File: src/rtl/adc_sample_averager.sv
// Averages 2^AVG_SEL SAR ADC conversions per window and queues each truncated
// mean in a small result FIFO with a valid/ready consumer interface.
module adc_sample_averager #(
    parameter int unsigned FIFO_DEPTH = 4
) (
    input  logic       CLK,
    input  logic       RST,
    input  logic       EOC_N,
    input  logic [7:0] Q,
    input  logic [2:0] AVG_SEL,
    input  logic       CLR,
    output logic [7:0] DOUT,
    output logic       DOUT_VALID,
    input  logic       DOUT_READY,
    output logic       BUSY,
    output logic       OVERFLOW
);

    localparam int unsigned PtrW = $clog2(FIFO_DEPTH);
    localparam logic [PtrW:0] FullCnt = (PtrW + 1)'(FIFO_DEPTH);

    typedef enum logic [0:0] {StIdle, StAccum} state_e;

    state_e          state_q;
    logic            eoc_prev_q;
    logic [14:0]     acc_q;
    logic [7:0]      cnt_q;
    logic [2:0]      sel_q;

    logic [7:0]      mem_q [FIFO_DEPTH];
    logic [PtrW-1:0] wr_ptr_q;
    logic [PtrW-1:0] rd_ptr_q;
    logic [PtrW:0]   count_q;
    logic            overflow_q;

    logic            capture;
    logic [14:0]     acc_sum;
    logic [7:0]      cnt_inc;
    logic [7:0]      win_len;
    logic            push;
    logic [7:0]      push_data;
    logic            fifo_full;
    logic            pop;
    logic            push_ok;
    logic            push_drop;

    // Edge detect on EOC_N; keeps tracking through CLR so a held-low EOC_N
    // is not re-captured once the flush ends.
    always_ff @(posedge CLK) begin
        if (RST) begin
            eoc_prev_q <= 1'b1;
        end else begin
            eoc_prev_q <= EOC_N;
        end
    end

    // Capture decode and result generation for the window-closing sample.
    always_comb begin
        capture   = eoc_prev_q & ~EOC_N;
        acc_sum   = acc_q + {7'd0, Q};
        cnt_inc   = cnt_q + 8'd1;
        win_len   = 8'd1 << sel_q;
        push      = 1'b0;
        push_data = Q;
        if (capture) begin
            if (state_q == StIdle) begin
                // Single-sample window: the raw sample is the result.
                push      = (AVG_SEL == 3'd0);
                push_data = Q;
            end else if (cnt_inc == win_len) begin
                push      = 1'b1;
                // Full-window sum >> sel_q never exceeds 8 bits.
                push_data = 8'(acc_sum >> sel_q);
            end
        end
    end

    // FIFO handshake decode; a pop frees a slot for a same-cycle push at full.
    always_comb begin
        DOUT_VALID = (count_q != '0);
        fifo_full  = (count_q == FullCnt);
        pop        = DOUT_VALID & DOUT_READY;
        push_ok    = push & (~fifo_full | pop);
        push_drop  = push & fifo_full & ~pop;
        DOUT       = DOUT_VALID ? mem_q[rd_ptr_q] : 8'd0;
        BUSY       = (state_q == StAccum);
        OVERFLOW   = overflow_q;
    end

    // Averaging FSM: window start latches AVG_SEL, later captures accumulate.
    always_ff @(posedge CLK) begin
        if (RST) begin
            state_q <= StIdle;
            acc_q   <= 15'd0;
            cnt_q   <= 8'd0;
            sel_q   <= 3'd0;
        end else if (CLR) begin
            state_q <= StIdle;
            acc_q   <= 15'd0;
            cnt_q   <= 8'd0;
        end else if (capture) begin
            unique case (state_q)
                StIdle: begin
                    sel_q   <= AVG_SEL;
                    acc_q   <= {7'd0, Q};
                    cnt_q   <= 8'd1;
                    state_q <= (AVG_SEL == 3'd0) ? StIdle : StAccum;
                end
                StAccum: begin
                    acc_q <= acc_sum;
                    cnt_q <= cnt_inc;
                    if (cnt_inc == win_len) begin
                        state_q <= StIdle;
                    end
                end
                default: state_q <= StIdle;
            endcase
        end
    end

    // Result storage; contents need no reset since DOUT is gated by DOUT_VALID.
    always_ff @(posedge CLK) begin
        if (push_ok && !RST && !CLR) begin
            mem_q[wr_ptr_q] <= push_data;
        end
    end

    // FIFO pointers, occupancy and sticky overflow flag.
    always_ff @(posedge CLK) begin
        if (RST || CLR) begin
            wr_ptr_q   <= '0;
            rd_ptr_q   <= '0;
            count_q    <= '0;
            overflow_q <= 1'b0;
        end else begin
            if (push_ok) begin
                wr_ptr_q <= wr_ptr_q + PtrW'(1);
            end
            if (pop) begin
                rd_ptr_q <= rd_ptr_q + PtrW'(1);
            end
            if (push_ok && !pop) begin
                count_q <= count_q + (PtrW + 1)'(1);
            end else if (pop && !push_ok) begin
                count_q <= count_q - (PtrW + 1)'(1);
            end
            if (push_drop) begin
                overflow_q <= 1'b1;
            end
        end
    end

endmodule

File: config.mk
export PLATFORM = sky130hd
export DESIGN_NAME = adc_sample_averager
export DESIGN_NICKNAME = d
export VERILOG_FILES = /design/src/rtl/adc_sample_averager.sv
export SDC_FILE = /design/constraint.sdc
export NUM_CORES = 1
export LEC_CHECK = 0
export ABC_AREA = 0
export BUFFER_PORTS_ARGS = -buffer_cell sky130_fd_sc_hd__buf_2
export CELL_PAD_IN_SITES_DETAIL_PLACEMENT = 1
export CELL_PAD_IN_SITES_GLOBAL_PLACEMENT = 2
export CORE_UTILIZATION = 41
export CTS_BUF_LIST = sky130_fd_sc_hd__clkbuf_8
export DETAILED_ROUTE_END_ITERATION = 8
export HOLD_SLACK_MARGIN = 0.05
export PLACE_DENSITY_LB_ADDON = 0.25
export SKIP_CTS_REPAIR_TIMING = 1
export SLEW_MARGIN = 10
export SYNTH_ARGS = -nofsm -noshare
export SYNTH_HDL_FRONTEND = slang
export SYNTH_SLANG_ARGS = --single-unit
File: constraint.sdc
create_clock -name CLK -period 4.89 [get_ports CLK]
set_clock_uncertainty 0.05 [all_clocks]
set_input_delay 0.978 -clock CLK [delete_from_list [all_inputs] [get_ports CLK]]
set_output_delay 0.978 -clock CLK [all_outputs]
set_load 0.01 [all_outputs]
==> qor.csv <==
metric,value,unit
outcome,completed,
clock share of power,0.393,
endpoints failing setup,0,
DRT iter0 DRCs,190,
RR Startpoint,cnt_q[0],
CP bufs+invs,1,
WP data arrival,3.98,ns
"Reg clk slew, reported paths",0.08,ns
Syn Std Cell Area,4620,um2
Global Route met1 Usage,0.282,
cell taking the most area after synthesis,edfxtp_1,
VDD IR max,194,uV
hold crit path type,reg2reg,
drt drc,0,
leading post-synthesis cells by cell area,"edfxtp_1 21%, dfxtp_1 16%, mux4_2 5.4%",
Cell variety after synth,69,
# rows,38,
Num CTS Buffers,9,
die footprint,11700,um2
fin. max-slew vios,0,
first-pass GRT wire length,19.4,mm
Mean Syn Cell Area,9.42,um2
Worst Hold Endpoint,OVERFLOW,
H-tree Lvls,3,
Startpoint Class,register,
HP Start,OVERFLOW,
routed len/inst,18.9,um
combinational power share,0.145,
Post-Layout Cell Count,641,
Syn Inst Count,490,
Worst Setup Path Type,reg2reg,
post-layout total power,0.00136,W
IO buf count,26,
total grt overflow,0,
fmax,0.268,GHz
vias per inst,5.88,
IO Pins,27,
DP HPWL,8.77,mm
CP max stage delay,0.45,ns
relative slew slack,0.526,
WP data required,5.13,ns
Slowest cell on crit path,dfxtp_1,
GP Congestion,0.867,
DRT Pass-1 Iters,4,
Flop pwr share,0.462,
GRT Total Usage,0.220,
Post-synth top flop,dfxtp_1,
Switch Pwr,0.000374,W
"FFs w/ async S/R, synth",0,
hold_ws,0.415,ns
Tightest Pin Transition,0.711,ns
Synth Net Count,522,
Pwr per Cell Area,270,nW/um2
CTS tree,built,
met2 Resource Use GR,0.359,
hold depth,2,
Tcrit/Tclk final,0.764,
Antenna diodes,0,
Ys Warns,0,
LEAKAGE,1.81,nW
reg-to-reg critical path endpoint,count_q[2],
layout net count,528,
worst-case clock buffer depth,2,
"FF+latch count, synth",70,
root buffer cell,clkbuf_8,
"Seq/Total Area, Yosys",0.373,
Reg2Reg Depth,14,
"EDFF count, synth",32,
vias in the first global route,3739,
cells along the critical path,ha_1 > nand3_1 > or2_2 > a221oi_1 > nand4_1 > a211oi_2 > nor2_1 > nor2_1 > ha_1 > inv_1 > fa_1 > xor2_1 > or3_1 > a21oi_1,
synth-to-layout area growth,8.91,%
final hold violations,0,
Pint,0.000985,W
core box area,10900,um2
GR Util met3,0.0482,
Horiz. Die Dim,108,um
fin crit period,3.74,ns
initial core utilization,0.424,
via count,3771,
RSZ-0062 raised after global routing,false,
worst reg2reg setup slack,1.15,ns
Synth top area share,0.208,
Critical Path Sink Type,register,
switching share of power,0.275,
largest net degree at the start of global routing,32,
worst skew pair latency,0.37,ns
Worst path depth,14,
placed cell count,625,
Sink Count,70,
Vert. Die Dim,108,um
busiest layer in global routing,met2,
initial antenna violation count,0,
Routed WL,12.1,mm
Crit Path Max Fanout,9,
Top delay family on crit path,simple AND/OR/NAND/NOR gates,
maxcap violations,0,
ratio of cells with drive above 1 in the final layout,0.156,
post-route ant nets,0,
setup TNS,0,ns
==> state kept, by name, indices dropped and copies added, names as in the netlist, named ones only <==
name and cells:
rd_ptr_q 2, OVERFLOW 1, count_q 3, BUSY 1
mem_q 32, cnt_q 8, acc_q 15, wr_ptr_q 2
eoc_prev_q 1, sel_q 3
==> layout make-up <==
class	instances	area, um2
sequential	70	1720
tap	140	175
timing repair buffer	34	190
fill	1253	5860
multi-input combinational	368	2670
clock inverter	7	97.6
clock buffer	9	124
inverter	13	48.8
==> worst max path at each step <==
| stage | slack (ns) | end | from |
|---|---|---|---|
| 3_5_place_dp | 0.84 | mem_q[3][7] | Q[4] |
| 4_1_cts | 1.09 | count_q[2] | cnt_q[0] |
| 3_3_place_gp | 0.97 | mem_q[0][7] | Q[4] |
| 5_1_grt | 0.82 | count_q[2] | cnt_q[0] |
| 2_1_floorplan | 1.27 | mem_q[0][3] | Q[4] |
| 6_report | 1.15 | count_q[2] | cnt_q[0] |
==> tightest hold or removal path, cell delays in order (launching register included) <==
cell,delay (ns)
dfxtp_1,0.33
nand2_1,0.05
o31ai_1,0.05
==> per-stage QoR <==
| stage | setup slack, ns | util | area (um2) |
|---|---|---|---|
| final | 1.15 | 0.462 | 5030 |
| after global routing | 0.817 | 0.462 | 5030 |
| after CTS | 1.09 | 0.462 | 5030 |
| after detailed placement | 0.835 | 0.442 | 4810 |
| after floorplan | 1.27 | - | 4620 |
| after global placement | 0.972 | 0.442 | 4810 |
==> routing by layer <==
metal	vias up	part of all wire	routed length [um]
li1	1829	-	-
met1	1852	0.47	5650
met2	67	0.47	5680
met3	23	0.039	466
met4	0	0.025	306
met5	-	0	0
==> power groups by stage <==
| stage | combinational (W) | clock [W] | sequential (W) |
|---|---|---|---|
| final | 0.000197 | 0.000534 | 0.000628 |
| after global routing | 0.000217 | 0.000576 | 0.000630 |
| after CTS | 0.000198 | 0.000553 | 0.000628 |
| after detailed placement | 0.000197 | 0 | 0.000642 |
| after global placement | 0.000192 | 0 | 0.000641 |
| after floorplan | 0.000144 | 0 | 0.000638 |
==> kinds of logic after synthesis <==
family / Yosys count / synth area share
AOI/OAI and AO/OA: 119 / 0.186
DFF: 70 / 0.373
and+or+nand+nor: 174 / 0.189
xor gates and xnor gates: 19 / 0.0377
adders and majority gates: 16 / 0.0466
muxes: 40 / 0.119
buffers and inverters: 52 / 0.0485
==> synthesized netlist by cell type, types with 6 or more instances <==
master and count:
dfxtp_1 38, clkbuf_1 26, o211ai_1 9, nor2b_1 10, nand2b_1 8, mux4_2 11
mux2i_1 23, or3_1 6, ha_1 14, nor3_1 11, o21ai_0 18, inv_1 13
xnor2_1 10, and2_1 19, a211oi_1 8, xor2_1 8, nand2_1 33, edfxtp_1 32
buf_1 6, a21oi_1 25, nor2_1 49, nand3_1 14
==> cells in the final DEF (no fill, tap or decap), types with 4 or more instances in the layout <==
master / netlist / routed
a211oi_1: 8 / 8
a21o_1: 5 / 5
a21oi_1: 25 / 25
a221oi_1: 4 / 4
a31oi_1: 4 / 4
and2_1: 19 / 19
buf_2: 1 / 26
buf_4: 3 / 8
clkbuf_8: 0 / 9
dfxtp_1: 38 / 38
edfxtp_1: 32 / 32
ha_1: 14 / 14
inv_1: 13 / 13
mux2_2: 5 / 5
mux2i_1: 23 / 23
mux4_2: 11 / 11
nand2_1: 33 / 33
nand2b_1: 8 / 8
nand3_1: 14 / 14
nand4_1: 5 / 5
nor2_1: 49 / 49
nor2b_1: 10 / 10
nor3_1: 11 / 11
o211ai_1: 9 / 9
o21ai_0: 18 / 18
or2_2: 4 / 4
or3_1: 6 / 6
xnor2_1: 10 / 10
xor2_1: 8 / 8
Power figures use the tool's default switching activity.
